===== src/rtl/seg_scan_595.sv =====
// Multiplexed N-digit 7-segment scanner feeding a 74HC595 chain.
// Each digit forms a {sel, seg} word, shifts it MSB first, latches it, then dwells.
module seg_scan_595 #(
    parameter int NUM_DIGITS  = 6,
    parameter int CLK_DIV     = 2,
    parameter int SCAN_CYCLES = 50000,
    parameter bit SEG_ACT_LOW = 1'b1,
    parameter bit SEL_ACT_LOW = 1'b0
) (
    input  logic                    clk,
    input  logic                    rst,
    input  logic                    en,
    input  logic [4*NUM_DIGITS-1:0] digits,
    input  logic [NUM_DIGITS-1:0]   dp_mask,
    input  logic                    blank_lz,
    output logic                    stcp,
    output logic                    shcp,
    output logic                    DS,
    output logic                    OE,
    output logic                    frame_done
);
    localparam int W    = NUM_DIGITS + 8;
    localparam int IW   = (NUM_DIGITS > 1) ? $clog2(NUM_DIGITS) : 1;
    localparam int CMAX = (CLK_DIV > SCAN_CYCLES) ? CLK_DIV : SCAN_CYCLES;
    localparam int CW   = $clog2(CMAX + 1);
    localparam int BW   = $clog2(W + 1);
    localparam logic [CW-1:0] DIV_LAST  = CW'(CLK_DIV - 1);
    localparam logic [CW-1:0] SCAN_LAST = CW'(SCAN_CYCLES - 1);
    localparam logic [BW-1:0] BIT_LAST  = BW'(W - 1);
    localparam logic [IW-1:0] IDX_LAST  = IW'(NUM_DIGITS - 1);

    typedef enum logic [2:0] {IDLE, LOAD, SHIFT, LATCH, DWELL} state_t;

    state_t          state, state_n;
    logic [IW-1:0]   idx, idx_n;
    logic [CW-1:0]   cnt, cnt_n;
    logic [BW-1:0]   bcnt, bcnt_n;
    logic [W-1:0]    word, word_n;
    logic            ds_n, shcp_n, stcp_n, oe_n, fd_n;
    logic [3:0]      cur_nib;
    logic            upper_zero;
    logic [7:0]      seg;
    logic [NUM_DIGITS-1:0] sel;
    logic [W-1:0]    load_word;

    function automatic logic [7:0] seg_code(input logic [3:0] v);
        case (v)
            4'h0: seg_code = 8'hC0;
            4'h1: seg_code = 8'hF9;
            4'h2: seg_code = 8'hA4;
            4'h3: seg_code = 8'hB0;
            4'h4: seg_code = 8'h99;
            4'h5: seg_code = 8'h92;
            4'h6: seg_code = 8'h82;
            4'h7: seg_code = 8'hF8;
            4'h8: seg_code = 8'h80;
            4'h9: seg_code = 8'h90;
            4'hA: seg_code = 8'h88;
            4'hB: seg_code = 8'h83;
            4'hC: seg_code = 8'hC6;
            4'hD: seg_code = 8'hA1;
            4'hE: seg_code = 8'h86;
            default: seg_code = 8'h8E;
        endcase
    endfunction

    // A digit is a leading zero when it and every digit above it are zero.
    always_comb begin
        cur_nib    = digits[4*idx +: 4];
        upper_zero = 1'b1;
        for (int i = 0; i < NUM_DIGITS; i++) begin
            if (i >= int'(idx) && digits[4*i +: 4] != 4'h0) upper_zero = 1'b0;
        end
        seg = (blank_lz && idx != '0 && upper_zero) ? 8'hFF : seg_code(cur_nib);
        if (dp_mask[idx]) seg[7] = 1'b0;
        if (!SEG_ACT_LOW) seg = ~seg;
        sel      = '0;
        sel[idx] = 1'b1;
        if (SEL_ACT_LOW) sel = ~sel;
        load_word = {sel, seg};
    end

    always_comb begin
        state_n = state;
        idx_n   = idx;
        cnt_n   = cnt;
        bcnt_n  = bcnt;
        word_n  = word;
        ds_n    = DS;
        shcp_n  = shcp;
        stcp_n  = stcp;
        oe_n    = OE;
        fd_n    = 1'b0;
        case (state)
            IDLE: begin
                oe_n   = 1'b1;
                shcp_n = 1'b0;
                stcp_n = 1'b0;
                idx_n  = '0;
                cnt_n  = '0;
                if (en) state_n = LOAD;
            end
            LOAD: begin
                word_n  = load_word << 1;
                ds_n    = load_word[W-1];
                shcp_n  = 1'b0;
                cnt_n   = '0;
                bcnt_n  = '0;
                state_n = SHIFT;
            end
            // Each bit is a low half (DS settles) then a high half (595 samples).
            SHIFT: begin
                if (cnt == DIV_LAST) begin
                    cnt_n = '0;
                    if (!shcp) begin
                        shcp_n = 1'b1;
                    end else if (bcnt == BIT_LAST) begin
                        shcp_n  = 1'b0;
                        stcp_n  = 1'b1;
                        oe_n    = 1'b0;
                        state_n = LATCH;
                    end else begin
                        shcp_n = 1'b0;
                        ds_n   = word[W-1];
                        word_n = word << 1;
                        bcnt_n = bcnt + 1'b1;
                    end
                end else begin
                    cnt_n = cnt + 1'b1;
                end
            end
            LATCH: begin
                if (cnt == DIV_LAST) begin
                    cnt_n   = '0;
                    stcp_n  = 1'b0;
                    state_n = DWELL;
                end else begin
                    cnt_n = cnt + 1'b1;
                end
            end
            DWELL: begin
                if (cnt == SCAN_LAST) begin
                    cnt_n = '0;
                    fd_n  = (idx == IDX_LAST);
                    idx_n = (idx == IDX_LAST) ? '0 : idx + 1'b1;
                    if (en) begin
                        state_n = LOAD;
                    end else begin
                        state_n = IDLE;
                        idx_n   = '0;
                        oe_n    = 1'b1;
                    end
                end else begin
                    cnt_n = cnt + 1'b1;
                end
            end
            default: state_n = IDLE;
        endcase
    end

    always_ff @(posedge clk) begin
        if (rst) begin
            state      <= IDLE;
            idx        <= '0;
            cnt        <= '0;
            bcnt       <= '0;
            word       <= '0;
            DS         <= 1'b0;
            shcp       <= 1'b0;
            stcp       <= 1'b0;
            OE         <= 1'b1;
            frame_done <= 1'b0;
        end else begin
            state      <= state_n;
            idx        <= idx_n;
            cnt        <= cnt_n;
            bcnt       <= bcnt_n;
            word       <= word_n;
            DS         <= ds_n;
            shcp       <= shcp_n;
            stcp       <= stcp_n;
            OE         <= oe_n;
            frame_done <= fd_n;
        end
    end
endmodule


===== config.mk =====
export PLATFORM = sky130hd
export DESIGN_NAME = seg_scan_595
export DESIGN_NICKNAME = d
export VERILOG_FILES = /design/src/rtl/seg_scan_595.sv
export SDC_FILE = /design/constraint.sdc
export NUM_CORES = 1
export LEC_CHECK = 0
export BUFFER_PORTS_ARGS = -buffer_cell sky130_fd_sc_hd__buf_2
export CORE_ASPECT_RATIO = 0.8
export CORE_MARGIN = 5
export CORE_UTILIZATION = 40
export CTS_BUF_LIST = sky130_fd_sc_hd__clkbuf_4 sky130_fd_sc_hd__clkbuf_8
export DETAILED_ROUTE_END_ITERATION = 8
export REMOVE_ABC_BUFFERS = 1
export SYNTH_ARGS = -nofsm -noshare
export SYNTH_HDL_FRONTEND = slang
export SYNTH_SLANG_ARGS = --single-unit
export TNS_END_PERCENT = 5

===== constraint.sdc =====
create_clock -name clk -period 4.61 [get_ports clk]
set_clock_uncertainty 0.05 [all_clocks]
set_input_delay 0.2305 -clock clk [delete_from_list [all_inputs] [get_ports clk]]
set_output_delay 0.2305 -clock clk [all_outputs]
set_load 0.1 [all_outputs]

# Word-level counts from Yosys, hierarchy flattened
# Memories as Yosys holds them, arrays and structs flattened.
# Index checks and enable logic that the tools add are counted.
# W data, S select, Z words.
op_classes:
  div: 0
  reduce_logical: 32
  shift: 1
  n_mux: 53
  n_addsub: 3
  eq_ne: 16
  bitwise: 2
  n_lt_le_gt_ge: 8
  mul: 0
op_table:
  columns: ["cell", "n"]
  rows:
  - ["$pmux W16 S3", 1]
  - ["$mux W14", 3]
  - ["$mux W16", 2]
  - ["$pmux W14 S2", 1]
  - ["$mux W3", 9]
  - ["$mux W1", 24]
  - ["$reduce_bool A4 Y1", 6]
  - ["$shiftx A24 B6 Y4", 1]
  - ["$add A16 B1 Y16 const B", 1]
  - ["$eq A16 B1 Y1 const B", 1]
  - ["$eq A16 B16 Y1 const B", 1]
  - ["$ne A2 B2 Y1 const B", 8]
  - ["$pmux W3 S5", 1]
  - ["$mux W4", 3]
  - ["$reduce_and A6 Y1", 2]
  - ["$reduce_bool A3 Y1", 4]
  - ["$logic_and A1 B1 Y1", 9]
  - ["$mux W8", 1]
  - ["$pmux W4 S2", 1]
  - ["$eq A3 B2 Y1 const B", 2]
  - ["$eq A3 B3 Y1 const B", 2]
  - ["$ge A1 B3 Y1 const A", 2]
  - ["$ge A2 B3 Y1 const A", 2]
  - ["$ge A3 B3 Y1 const A", 2]
  - ["19 further kinds", 26]
totals:
  output_inout_bits: 5
  reg_bits: 45
  latchBits: 0
  romBits: 112
  mem_count: 1
  wordCells: 126
  ramBits: 0
memory_table:
  columns: ["memory", "depth", "width", "rd", "rd_clocked_by_memory_dff", "wr", "line_no", "source"]
  rows:
  - ["(name not given)", 16, 7, 1, 0, 0, "47", "case (v)"]

# Longest topological paths before layout
# Gate-level depths: netlist (run 1).
logic_depth:
  depth_word: 12
  depth_mapped: 10
  depth_no_buf: 8

# Worst setup path before layout (run 1)
# OpenSTA, ideal clock, no wires.
synth_path:
  kind: "reg-to-reg"
  start: "reg idx[0]"
  end: "reg word[7]"
  slack_ns: 2.221
  setup_time_ns: 0.124
  t_arrival_ns: 2.215
  t_required_ns: 4.436
  period_less_slack_ns: 2.389
  path_buffers: 2
  stages_incl_launch_ff: 10
  cell_sequence: "dfxtp_1 > buf_2 > clkbuf_1 > o21ai_0 > a21oi_1 > inv_1 > ha_1 > mux2_2 > a221oi_1 > a21oi_1"
synth_between:
  elab_chain_cells: 11
  elab_cells_between_ends: 25
synth_rtl:
  columns: ["element", "line_no", "source"]
  rows:
  - ["start, declared", "35", "logic [IW-1:0] idx, idx_n;"]
  - ["start signal, assigned", "175", "idx <= idx_n;"]
  - ["$ge A1 B3 Y1", "72", "if (i >= int'(idx) && digits[4*i +: 4] != 4'h0) upper_zero = 1'b0;"]
  - ["$logic_and A1 B1 Y1", "72", null]
  - ["$mux W1 (6 in a row)", "72", null]
  - ["$logic_and A1 B1 Y1", "74", "seg = (blank_lz && idx != '0 && upper_zero) ? 8'hFF : seg_code(cur_nib);"]
  - ["$mux W8 (*)", "74", null]
  - ["$pmux W14 S2 (*)", "94", "case (state)"]
  - ["end signal, assigned", "178", "word <= word_n;"]
  - ["end, declared", "38", "logic [W-1:0] word, word_n;"]
# Every way passes the cells marked *; elsewhere a longest branch is shown, timed or not.
# A chain may end at the register's enable or synchronous reset.

# Worst setup path after layout (run 1)
layout_path:
  start: "reg idx[2]"
  end: "reg word[7]"
# The elaborated chain is that of the path after synthesis.

==> results.yml, run 1 <==
job:
  cap_viol_max_count: 0
power:
  ir_drop_mv: 0.1823
  pwr_density_cell_mw_per_mm2: 293.2
  leakage_nw: 1.154
worst_setup_path:
  end_kind: "flop"
  r2r_start: "idx[2]$_SDFFE_PP0P_"
  crit_type: "reg -> reg"
  arrival_ps: 3150
  required_ps: 4740
  crit_path_start: "idx[2]$_SDFFE_PP0P_"
  cp-start-kind: "flop"
  reg2regPathDepth: 8
  cp_max_fo: 20
clock_network:
  cts.sink_count: 44
  cts_max_level: 2
  clk_latency_ps: 290
  cts_made_buffers: 5
  cts_hold_buf: 0
  cts-resized-gates: 0
  clkTransAtPathRegs_ps: 80
  cts_tree: "yes"
  cts_buffer_depth: 2
  cts_setup_buffers: 0
  root_buffer: "clkbuf_8"
worst_hold_path:
  hp-class: "in -> reg"
  holdPathStages: 3
  min-delay-start: "en"
routing:
  wl_met3_um: 282
  drt_wl_total_um: 6714
  ant_nets: 0
  vias_per_cell: 5.671
  dr_wl_met2_um: 2956
  drt_iter0_markers: 109
  top_layer: "met4"
  wl_met1_um: 3393
  route.detailed.drc: 0
  first_pass_iters: 4
  route.detailed.wl_per_inst_um: 14.44
  vias: 2637
synth:
  netlist_instances: 352
  synth_top_family_by_area: "simple AND/OR/NAND/NOR gates"
  synth_edf_count: 0
  synthMuxAreaShare: 0.06153
  synth-warning-count: 0
  synth_xor_area_frac: 0.04958
  postSynthRegisterBits: 44
  syn_avg_cell_area_um2: 8.030
  seq_area_frac_synth: 0.3116
  syn_area_mm2: 0.002826
  synth-compound-area-share: 0.1899
  async_reset_ff_frac: 0
  yosys.area_share.simple: 0.2811
  synthFlopType: "dfxtp_1"
  synthAdderAreaFrac: 0.05755
  ys_types: 50
finish:
  fillers: 712
  drive_above_1_share: 0.1508
  diodes: 0
  areaGrowthSynthToFinish_pct: 11.38
  multi_input_area_mm2: 0.001808
  ff_latch_area_um2: 880.8
  nets: 424
  fin_util: 0.4568
sta:
  slew_violations: 0
  fmax_mhz: 330.5
  min_period_ps: 3026
  slew-limit-headroom: 0.4092
  worst_slew_pin_slew_ps: 879.4
  fin_setup_tns_ps: 0
  setup_viol: 0
  timing.final.crit_share: 0.6563
  finalHoldViolations: 0
  rsz0062_at_grt: "false"
global_route:
  grt_pass1_vias: 2386
  grt_overflow: 0
  grt_usage: 0.1500
  grt_pass1_wl_um: 11430
  grt_max_degree: 26
  grt_antenna_before_repair: 0
die:
  coreArea_mm2: 0.006892
  die_y_um: 85.19
  die_area_mm2: 0.008858
  start_util: 0.4101
  io_pins: 39
  die_x_um: 104.0
  rows: 27
placed_design:
  globalplace.congestion: 0.8989
  io_buffers: 38
  dp.final_hpwl_um: 4953
run_status:
  status: "finished clean"
-- cell type report --
cell class                 count  share of cell area
multi-input combinational    276              0.5743
sequential                    44              0.2798
timing repair buffer          39             0.06280
tap                           87             0.03458
clock buffer                   6             0.02424
inverter                      11             0.01312
clock inverter                 2             0.01113
-- metal layers --
metal | vias up | GRT usage
met3 | 13 | 0.03346
met2 | 64 | 0.2170
met1 | 1233 | 0.2230
met5 | - | 0
met4 | 0 | 0.03882
li1 | 1327 | -
-- state kept, by name, indices dropped and copies added (netlist names) --
signal / flops
frame_done: 1
word: 13
cnt: 16
shcp: 1
idx: 3
stcp: 1
state: 3
OE: 1
bcnt: 4
DS: 1
-- cells by family (layout without fill, tap and decap cells) --
kind of cell    Yosys count  count (layout)
simple gates            146             146
compound gates           84              84
flops                    44              44
buf+inv                  32              58
mux                      17              17
xor+xnor                 16              16
fa+ha+maj                13              13
-- cells in the final DEF, fill, tap and decap left out, types with 9 or more instances in the layout --
cell	n
buf_2	38
mux2i_1	14
inv_1	11
xor2_1	11
nor3_1	13
o21ai_0	14
nand2_1	24
nand3_1	11
a21oi_1	30
nand4_1	9
ha_1	13
dfxtp_1	44
a211oi_1	10
nor2_1	48
-- critical path: stages, from the launching register on --
cell	delay, ps
dfxtp_1	820
nand2b_1	320
o22ai_1	140
a21oi_1	530
inv_1	140
ha_1	250
mux2_2	270
a221oi_1	290
a21oi_1	100
-- report_power, final --
group / internal (mW) / switching [mW] / total [mW]
clock: 0.167 / 0.131 / 0.298
sequential: 0.406 / 0.0234 / 0.429
combinational: 0.0710 / 0.125 / 0.196
-- synth_stat cells, types with 2 or more instances --
| library cell | number | share of area |
|---|---|---|
| o21ai_1 | 2 | 0.0035 |
| clkbuf_1 | 12 | 0.016 |
| o21a_1 | 3 | 0.0080 |
| a32oi_1 | 2 | 0.0062 |
| inv_1 | 11 | 0.015 |
| a211oi_1 | 10 | 0.027 |
| o22ai_1 | 3 | 0.0066 |
| o31ai_1 | 2 | 0.0053 |
| mux2i_1 | 14 | 0.050 |
| dfxtp_1 | 44 | 0.31 |
| buf_2 | 8 | 0.014 |
| xor2_1 | 11 | 0.034 |
| o21ai_0 | 14 | 0.025 |
| a21oi_1 | 30 | 0.053 |
| nand2b_1 | 5 | 0.011 |
| nor2_1 | 48 | 0.064 |
| o211ai_1 | 3 | 0.0080 |
| nand3_1 | 11 | 0.019 |
| nor2b_1 | 4 | 0.0089 |
| a221oi_1 | 4 | 0.012 |
| and3_1 | 6 | 0.013 |
| nand2_1 | 24 | 0.032 |
| and2_1 | 2 | 0.0044 |
| nand4_1 | 9 | 0.020 |
| or4_1 | 5 | 0.013 |
| and4_1 | 4 | 0.012 |
| nor4_4 | 2 | 0.015 |
| nor4_1 | 3 | 0.0066 |
| xnor2_1 | 5 | 0.015 |
| a311oi_1 | 2 | 0.0062 |
| nor3_1 | 13 | 0.023 |
| ha_1 | 13 | 0.058 |
| mux2_2 | 3 | 0.012 |
| or3_1 | 4 | 0.0089 |
-- through the flow --
stage	total power [mW]	std cells	setup slack [ps]	cell area, µm²	hold WS, ps
after floorplan	0.5730	331	1879	2730	249.6
after global placement	0.6311	457	1744	3037	391.6
after detailed placement	0.6320	457	1646	3037	398.3
after CTS	0.9293	465	1624	3148	244.5
after global routing	0.9797	465	1308	3148	274.0
final	0.9230	465	1584	3148	247.2
-- path summary, 6_finish.rpt --
kind                            to  slack, ps
max           word[7]$_SDFFE_PP0P_       1580
min          state[0]$_SDFFE_PP0P_        250
max reg2reg   word[7]$_SDFFE_PP0P_       1580
min reg2reg   word[3]$_SDFFE_PP0P_        410
(Power assumes the default switching activity.)
==> run 2, diff against run 1 <==
clock period = 2.8 ns   (was 4.61 ns; I/O delays follow)
==> run 2 against run 1 <==
Sequential share of layout area decreased by 0.47 points. Highest routed layer unchanged. Power increased by 59%. Critical path type unchanged. Maximum frequency up 17%.
==> results.yml, run 2 (synthesis gave the netlist of run 1 again) <==
power:
  ir_drop_mv: 0.2436
  pwr_density_cell_mw_per_mm2: 457.5
  leakage_nw: 1.188
sta:
  min_period_ps: 2591
  fin_setup_tns_ps: 0
  worst_slew_pin_slew_ps: 561.3
  fmax_mhz: 385.9
  setup_viol: 0
  slew_violations: 0
  timing.final.crit_share: 0.9254
  rsz0062_at_grt: "false"
  finalHoldViolations: 0
  slew-limit-headroom: 0.6253
worst_setup_path:
  cp_max_fo: 15
  arrival_ps: 2730
  rrSetupSlack_ps: 210
  crit_type: "reg -> reg"
  crit_cells: 7
  cp_slowest_cell: "dfxtp_1"
  critical_path.top_delay_family: "compound AO/OA/AOI/OAI gates"
  end_kind: "flop"
  cp_cell_sequence: "o21ai_0 > a21oi_1 > inv_1 > ha_1 > mux2_2 > a221oi_1 > a21oi_1"
  reg2regPathDepth: 7
  required_ps: 2930
  cp_num_buf_inv: 1
  cpPeakStageDelay_ps: 670
  cp-start-kind: "flop"
  cpMostUsedCell: "a21oi_1"
die:
  die_x_um: 104.0
  io_pins: 39
  start_util: 0.4101
  rows: 27
  die_y_um: 85.19
  die_area_mm2: 0.008858
  coreArea_mm2: 0.006892
global_route:
  grt_pass1_vias: 2394
  grt_pass1_wl_um: 11490
  grt_max_degree: 26
  grt_usage: 0.1520
  grt_antenna_before_repair: 0
  grt_overflow: 0
routing:
  ant_nets: 0
  vias_per_cell: 5.508
  drt_iter0_markers: 129
  route.detailed.wl_per_inst_um: 14.31
  first_pass_iters: 4
  vias: 2611
  drt_wl_total_um: 6781
  route.detailed.drc: 0
job:
  cap_viol_max_count: 0
placed_design:
  io_buffers: 38
  dp.final_hpwl_um: 5154
  dpl-instance-area_mm2: 0.003104
  globalplace.congestion: 0.8494
clock_network:
  cts_hold_buf: 0
  cts_tree: "yes"
  cts_made_buffers: 5
  cts-resized-gates: 0
  clk_latency_ps: 300
  clkTransAtPathRegs_ps: 80
  cts_buffer_depth: 2
  cts_setup_buffers: 0
  cts.sink_count: 44
  root_buffer: "clkbuf_8"
  cts_max_level: 2
worst_hold_path:
  hp-class: "in -> reg"
  holdPathStages: 3
finish:
  postLayoutCellArea_mm2: 0.003202
  fillers: 693
  diodes: 0
  ff_latch_area_um2: 880.8
  multi_input_area_mm2: 0.001808
  largest_register_ffs: 16
  top_regs: "cnt (16), word (13), bcnt (4)"
  areaGrowthSynthToFinish_pct: 13.28
  mostFrequentLayoutCells: "nor2_1 (48), dfxtp_1 (44), buf_2 (38)"
  drive_above_1_share: 0.1705
  nets: 433
  top_register: "cnt"
  final_common_cell: "nor2_1"
run_status:
  status: "finished clean"
run 2: report_power, final:
part	switching (mW)	total [mW]	internal [mW]	leakage [nW]
Combinational	0.205	0.330	0.125	0.782
Sequential	0.0376	0.705	0.668	0.357
Clock	0.219	0.429	0.210	0.0479
Total	0.462	1.46	1.00	1.19
run 2: per-layer routing:
metal	up-vias	wire length [µm]	global-route usage
met3	5	284	0.02966
met1	1204	3536	0.2361
met5	-	0	0
met4	0	33	0.03176
li1	1347	-	-
met2	55	2927	0.2147
run 2: worst paths after layout:
| check | start | end |
|---|---|---|
| max | idx[0]$_SDFFE_PP0P_ | word[7]$_SDFFE_PP0P_ |
| min | en | state[0]$_SDFFE_PP0P_ |
| max reg2reg | idx[0]$_SDFFE_PP0P_ | word[7]$_SDFFE_PP0P_ |
| min reg2reg | word[3]$_SDFFE_PP0P_ | word[3]$_SDFFE_PP0P_ |
run 2: stage by stage:
| step | power [mW] | cells | hold slack [ps] | worst slack (ps) | utilization |
|---|---|---|---|---|---|
| 2_1_floorplan | 0.9433 | 331 | 159.1 | 68.54 | - |
| 3_3_place_gp | 1.048 | 466 | 398.6 | 339.1 | 0.4504 |
| 3_5_place_dp | 1.049 | 466 | 411.3 | 238.1 | 0.4504 |
| 4_1_cts | 1.480 | 474 | 169.2 | 209.7 | 0.4646 |
| 5_1_grt | 1.555 | 474 | 178.3 | 5.882 | 0.4646 |
| 6_report | 1.465 | 474 | 168.2 | 208.8 | 0.4646 |
run 2: tightest hold or removal path: cells and delay by family:
family / cells / cell delay (ps)
buffers and inverters: 1 / 120
AOI/OAI and AO/OA: 2 / 210
run 2: area by class of cell:
cell class,instances,share of cell area
multi-input cells,276,0.5647
flip-flops and latches,44,0.2751
repair buffers,48,0.08284
well taps,87,0.03400
clock buffers,7,0.02814
inverters,11,0.01290
clock inverters,1,0.002345
